==> src/rtl/axi_llc_pkg.sv <==
// rtl/axi_llc_pkg.sv - shared LLC configuration type and partition-table FSM states
package axi_llc_pkg;

  typedef struct packed {
    int unsigned NumLines;
    int unsigned IndexLength;
  } llc_cfg_t;

  localparam llc_cfg_t DefaultCfg = '{NumLines: 256, IndexLength: 8};

  typedef enum logic [1:0] {
    IDLE  = 2'd0,
    SUM   = 2'd1,
    CHECK = 2'd2,
    SWAP  = 2'd3
  } pt_state_e;

endpackage

==> src/rtl/axi_llc_partition_lookup_reg.sv <==
// rtl/axi_llc_partition_lookup_reg.sv - single-stage valid/ready output register
module axi_llc_partition_lookup_reg #(
  parameter type data_t = logic
) (
  input  logic  clk_i,
  input  logic  rst_i,
  input  logic  valid_i,
  output logic  ready_o,
  input  data_t data_i,
  output logic  valid_o,
  input  logic  ready_i,
  output data_t data_o
);

  assign ready_o = !valid_o || ready_i;

  // Data only loads on an accepted beat, so a stalled result never changes.
  always_ff @(posedge clk_i or posedge rst_i) begin
    if (rst_i) begin
      valid_o <= 1'b0;
      data_o  <= '0;
    end else if (ready_o) begin
      valid_o <= valid_i;
      if (valid_i) data_o <= data_i;
    end
  end

endmodule

==> src/rtl/axi_llc_partition_table.sv <==
// rtl/axi_llc_partition_table.sv - shadowed partition size table with prefix-sum commit
module axi_llc_partition_table
  import axi_llc_pkg::*;
#(
  parameter llc_cfg_t    Cfg              = DefaultCfg,
  parameter int unsigned NumPartitions    = 16,
  parameter type         partition_size_t = logic [$clog2(Cfg.NumLines):0],
  parameter type         index_t          = logic [Cfg.IndexLength-1:0],
  parameter type         part_id_t        = logic [$clog2(NumPartitions)-1:0]
) (
  input  logic            clk_i,
  input  logic            rst_i,
  input  logic            cfg_valid_i,
  output logic            cfg_ready_o,
  input  logic            cfg_commit_i,
  input  part_id_t        cfg_part_id_i,
  input  partition_size_t cfg_size_i,
  output logic            commit_done_o,
  output logic            cfg_err_o,
  input  logic            lookup_valid_i,
  output logic            lookup_ready_o,
  input  part_id_t        lookup_part_id_i,
  output logic            lookup_valid_o,
  input  logic            lookup_ready_i,
  output partition_size_t pat_size_o,
  output index_t          start_index_o,
  output partition_size_t share_size_o,
  output index_t          share_index_o,
  output logic            no_space_o
);

  localparam int unsigned P    = $clog2(Cfg.NumLines);
  localparam int unsigned AccW = P + 1 + $clog2(NumPartitions);
  localparam logic [AccW-1:0] NumLinesAcc = AccW'(Cfg.NumLines);
  localparam part_id_t        LastK       = part_id_t'(NumPartitions - 1);

  typedef struct packed {
    partition_size_t pat_size;
    index_t          start_index;
    partition_size_t share_size;
    index_t          share_index;
    logic            no_space;
  } lookup_t;

  pt_state_e       state, state_next;
  partition_size_t shadow_size  [NumPartitions];
  index_t          shadow_start [NumPartitions];
  partition_size_t active_size  [NumPartitions];
  index_t          active_start [NumPartitions];
  partition_size_t share_size;
  index_t          share_index;
  logic [AccW-1:0] acc;
  part_id_t        k;
  logic            err;
  logic            cfg_hs;
  lookup_t         lookup_d, lookup_q;

  assign cfg_hs = cfg_valid_i && cfg_ready_o;

  always_ff @(posedge clk_i or posedge rst_i) begin
    if (rst_i) state <= IDLE;
    else       state <= state_next;
  end

  always_comb begin
    state_next = state;
    case (state)
      IDLE:    if (cfg_hs && cfg_commit_i) state_next = SUM;
      SUM:     if (k == LastK) state_next = CHECK;
      CHECK:   state_next = SWAP;
      SWAP:    state_next = IDLE;
      default: state_next = IDLE;
    endcase
  end

  always_comb begin
    cfg_ready_o   = (state == IDLE);
    commit_done_o = (state == SWAP);
  end

  // acc is wide enough that a full table of max-size entries cannot wrap.
  always_ff @(posedge clk_i or posedge rst_i) begin
    if (rst_i) begin
      for (int i = 0; i < NumPartitions; i++) begin
        shadow_size[i]  <= '0;
        shadow_start[i] <= '0;
        active_size[i]  <= '0;
        active_start[i] <= '0;
      end
      share_size  <= partition_size_t'(Cfg.NumLines);
      share_index <= '0;
      acc         <= '0;
      k           <= '0;
      err         <= 1'b0;
      cfg_err_o   <= 1'b0;
    end else begin
      case (state)
        IDLE: begin
          if (cfg_hs && cfg_commit_i) begin
            acc <= '0;
            k   <= '0;
          end else if (cfg_hs) begin
            shadow_size[cfg_part_id_i] <= cfg_size_i;
          end
        end
        SUM: begin
          shadow_start[k] <= index_t'(acc);
          acc             <= acc + AccW'(shadow_size[k]);
          k               <= k + 1'b1;
        end
        CHECK: err <= (acc > NumLinesAcc);
        SWAP: begin
          if (!err) begin
            active_size  <= shadow_size;
            active_start <= shadow_start;
            share_index  <= index_t'(acc[P-1:0]);
            share_size   <= partition_size_t'(NumLinesAcc - acc);
            cfg_err_o    <= 1'b0;
          end else begin
            cfg_err_o <= 1'b1;
          end
        end
        default: ;
      endcase
    end
  end

  always_comb begin
    lookup_d.pat_size    = active_size[lookup_part_id_i];
    lookup_d.start_index = active_start[lookup_part_id_i];
    lookup_d.share_size  = share_size;
    lookup_d.share_index = share_index;
    lookup_d.no_space    = (lookup_d.pat_size == '0) && (share_size == '0);
  end

  axi_llc_partition_lookup_reg #(
    .data_t (lookup_t)
  ) u_lookup_reg (
    .clk_i   (clk_i),
    .rst_i   (rst_i),
    .valid_i (lookup_valid_i),
    .ready_o (lookup_ready_o),
    .data_i  (lookup_d),
    .valid_o (lookup_valid_o),
    .ready_i (lookup_ready_i),
    .data_o  (lookup_q)
  );

  assign pat_size_o    = lookup_q.pat_size;
  assign start_index_o = lookup_q.start_index;
  assign share_size_o  = lookup_q.share_size;
  assign share_index_o = lookup_q.share_index;
  assign no_space_o    = lookup_q.no_space;

endmodule

==> config.mk <==
export PLATFORM = sky130hd
export DESIGN_NAME = axi_llc_partition_table
export DESIGN_NICKNAME = d
export VERILOG_FILES = /design/src/rtl/axi_llc_pkg.sv /design/src/rtl/axi_llc_partition_lookup_reg.sv /design/src/rtl/axi_llc_partition_table.sv
export SDC_FILE = /design/constraint.sdc
export NUM_CORES = 1
export LEC_CHECK = 0
export ABC_CLOCK_PERIOD_IN_PS = 29400
export CORE_UTILIZATION = 40
export DETAILED_ROUTE_END_ITERATION = 8
export GPL_TIMING_DRIVEN = 0
export PLACE_DENSITY = 0.64
export SETUP_SLACK_MARGIN = 0.2
export SKIP_CTS_REPAIR_TIMING = 1
export SYNTH_ARGS = -nofsm -noshare
export SYNTH_HDL_FRONTEND = slang
export SYNTH_SLANG_ARGS = --single-unit
==> constraint.sdc <==
create_clock -name clk_i -period 29.4 [get_ports clk_i]
set_input_delay 2.94 -clock clk_i [delete_from_list [all_inputs] [get_ports clk_i]]
set_output_delay 2.94 -clock clk_i [all_outputs]
set_load 0.1 [all_outputs]
==> results.yml <==
status:
  status: "complete, no violations"
final_layout:
  areaGrowthSynthToFinish_pct: 14.7
  layout_commonest_cell: "nand2_1"
  drive_gt1_share_pct: 21.2
  mostFrequentLayoutCells: "912 x nand2_1, 615 x dfrtp_1, 280 x mux2_2"
  n_antenna_cell: 0
  fillers: 5932
  design_area_sq_um: 30900
  area.sequential_sq_um: 15400
  multi_input_area_sq_um: 10900
  final_nets: 2486
routing:
  drc: 0
  viasPerCell: 5.47
  drt_iter0_drc: 1608
  wl_per_cell_um: 22.2
  vias: 18300
  detail-route-antenna-nets: 0
  wl_um: 74600
  drt_first_pass_iters: 8
synthesis:
  synth_edf_count: 0
  synth-adder-area-share_pct: 0.910
  yosysTopAreaCellShare_pct: 57.1
  synth_mux_area_share_pct: 22.5
  synthTopCellsByArea: "dfrtp_1 57%, nand2_1 13%, mux2_2 12%, mux4_2 9.8%, clkbuf_1 1.5%"
  post_synth.cell_area_avg_sq_um: 11.6
  ys_seq_elements: 616
  ys.flop_type: "dfrtp_1"
  synth_xor_area_share_pct: 0.520
  syn_nets: 2357
  synth-simple-area-share_pct: 14.8
  async_reset_ff_share_pct: 100
  synth.distinct_cells: 50
  yosys_warnings: 0
  synthesis.area_sq_um: 26900
  synth-compound-area-share_pct: 1.83
  synth_area_leader_cell: "dfrtp_1"
  yosysSeqAreaShare_pct: 57.2
  synth_top_family_by_area: "multiplexers"
  syn_inst: 2315
clocking:
  clk_latency_ns: 0.61
  cts_buffers: 66
  cts_max_level: 3
  clockBufferDepth: 3
  numClockSinks: 616
  cts_tree: "yes"
  cts.reportedPaths.clkPinSlew_ns: 0.06
  clock-root-buffer: "clkbuf_16"
placement:
  io_buffers: 57
  dp_hpwl_um: 52200
  globalplace.congestion: 0.917
  post-place-ws_ns: 21.80
  dpl_cell_area_sq_um: 28700
timing:
  setup_ws_ns: 21.81
  tightest_slew_ns: 1.42
  timing.fmax_mhz: 132
  fin_skew_ns: 0.0300
  period_needed_ns: 7.59
  fin_crit_sh_pct: 25.8
  finalSetupTns_ns: 0
  finalMaxSlewViolations: 0
  finalHoldViolCount: 0
  final-setup-viol-count: 0
  rsz0062_at_grt: "false"
  slew_headroom_pct: 4.95
setup_path:
  cp-start-kind: "input port"
  path_cells: "clkdlybuf4s50_1, nand2b_1, clkdlybuf4s50_1"
  cp_data_arrival_time_ns: 4.65
  critPathMaxFanout: 3
  cp-end-kind: "output pin"
  max_stage_delay_ns: 1.14
  cp.required_ns: 26.46
  crit_buf_inv: 2
  path_class: "in -> out"
  cp_common_cell: "clkdlybuf4s50_1"
  cpLargestDelayFamily: "buffers and inverters"
  slowest_stage: "clkdlybuf4s50_1"
grt:
  grt_pass1_vias: 18700
  grt_max_degree: 139
  grt_use_total_pct: 22.5
  grt_antenna_before_repair: 0
  grt_pass1_wl_um: 114000
  grt_overflow: 0
power_and_ir_drop:
  ir_drop_mv: 0.0503
  power_density_nw_per_um2: 87.5
  swShare_pct: 32.8
  seqPwrFrac_pct: 43.0
  internal_power_uw: 1820
  power_switching_uw: 887
  combPwrFrac_pct: 25.9
  power_frac_clock_pct: 31.1
  leakagePower_uw: 0.0154
floorplan:
  num_rows: 94
  initial_core_util_pct: 40.7
  die_x_um: 262
  dieHeight_um: 262
  core_sq_um: 66200
  ios: 63
  die-area_sq_um: 68400
run:
  maxCapViolCount: 0
hold_path:
  hold_class: "reg -> reg"
[final timing paths]
check / cells past startpoint / to / from / slack [ns]
min reg2reg: 2 / active_start[12] / shadow_start[12] / 0.44
max: 3 / lookup_ready_o / lookup_ready_i / 21.81
min: 2 / active_start[12] / shadow_start[12] / 0.44
max in group asynchronous: 5 / shadow_size[58] / rst_i / 24.20
max reg2reg: 14 / acc[8] / k[1] / 24.22
min in group asynchronous: 2 / shadow_start[54] / rst_i / 2.85
[worst register-to-register path: stages (launching register included)]
cell	delay, ns
dfrtp_1	0.43
clkbuf_1	0.81
clkbuf_1	0.88
mux4_2	0.46
mux4_2	0.54
ha_1	0.23
inv_1	0.07
fa_1	0.20
nor2b_1	0.06
o21ai_0	0.22
a21boi_0	0.16
o21ai_0	0.31
a211oi_1	0.14
or3_1	0.32
a32o_1	0.24
[area by class of cell]
cell class / count / area share, %
multi-input combinational: 1548 / 35.4
sequential: 616 / 49.9
clock inverter: 9 / 0.356
inverter: 14 / 0.194
tap: 864 / 3.50
clock buffer: 105 / 6.74
timing repair buffer: 61 / 2.20
buffer: 137 / 1.77
[cell families (layout without fill, tap and decap cells)]
group                    after synthesis  count (layout)
AND/OR/NAND/NOR                     1015            1015
flip-flops                           616             616
multiplexers                         410             410
buffers and inverters                151             326
AO/OA/AOI/OAI                         88              88
adder cells (fa/ha/maj)               19              19
XOR/XNOR                              16              16
[metrics by stage]
stage,cells,hold slack (ns),utilization (%),total power (uW)
6_report,3354,0.440,46.7,2700
4_1_cts,3354,0.440,46.7,2720
2_1_floorplan,2315,0.433,-,1650
3_3_place_gp,3236,0.444,43.2,1850
5_1_grt,3354,0.472,46.7,2820
3_5_place_dp,3240,0.448,43.4,1870
[per-layer routing]
layer	up-vias	part of all wire, %	GRT usage, %
met4	0	3.4	8.03
met2	613	49	37.1
met5	-	0	0
li1	8074	-	-
met1	9475	42	29.4
met3	169	6.2	4.48
[sequential cells by signal, indices dropped and copies added, names as in the netlist, 2 cells and up]
signal / flops
shadow_start: 128
acc: 13
active_start: 128
share_size: 9
u_lookup_reg.data_o: 34
share_index: 7
k: 4
active_size: 144
state: 2
shadow_size: 144
[power groups by stage]
stage               clock network (uW)  logic, uW  registers [uW]
finish                             842        701            1160
global route                       884        752            1180
CTS                                853        703            1160
detailed placement                   0        702            1170
global placement                     0        680            1170
floorplan                            0        416            1230
[Yosys cell counts (2+ instances only)]
cell type / n
nor2b_1: 8
buf_4: 2
nand2_1: 912
mux4_1: 9
a211oi_1: 2
a21oi_1: 15
mux2_2: 280
nor2_1: 26
clkbuf_1: 109
nor4_1: 8
nor3_1: 13
a22oi_1: 2
o21ai_0: 52
nand3_1: 19
dfrtp_1: 615
o21a_1: 2
nand4_1: 3
or3_1: 2
nor3b_1: 2
a21o_1: 5
mux4_2: 117
xnor2_1: 6
nor2_2: 3
mux2i_1: 4
inv_1: 14
xor2_1: 10
o21ai_1: 2
nand2b_1: 7
and3_1: 5
buf_1: 12
buf_2: 13
ha_1: 18
Note: power is estimated with default switching activity, not from simulation.
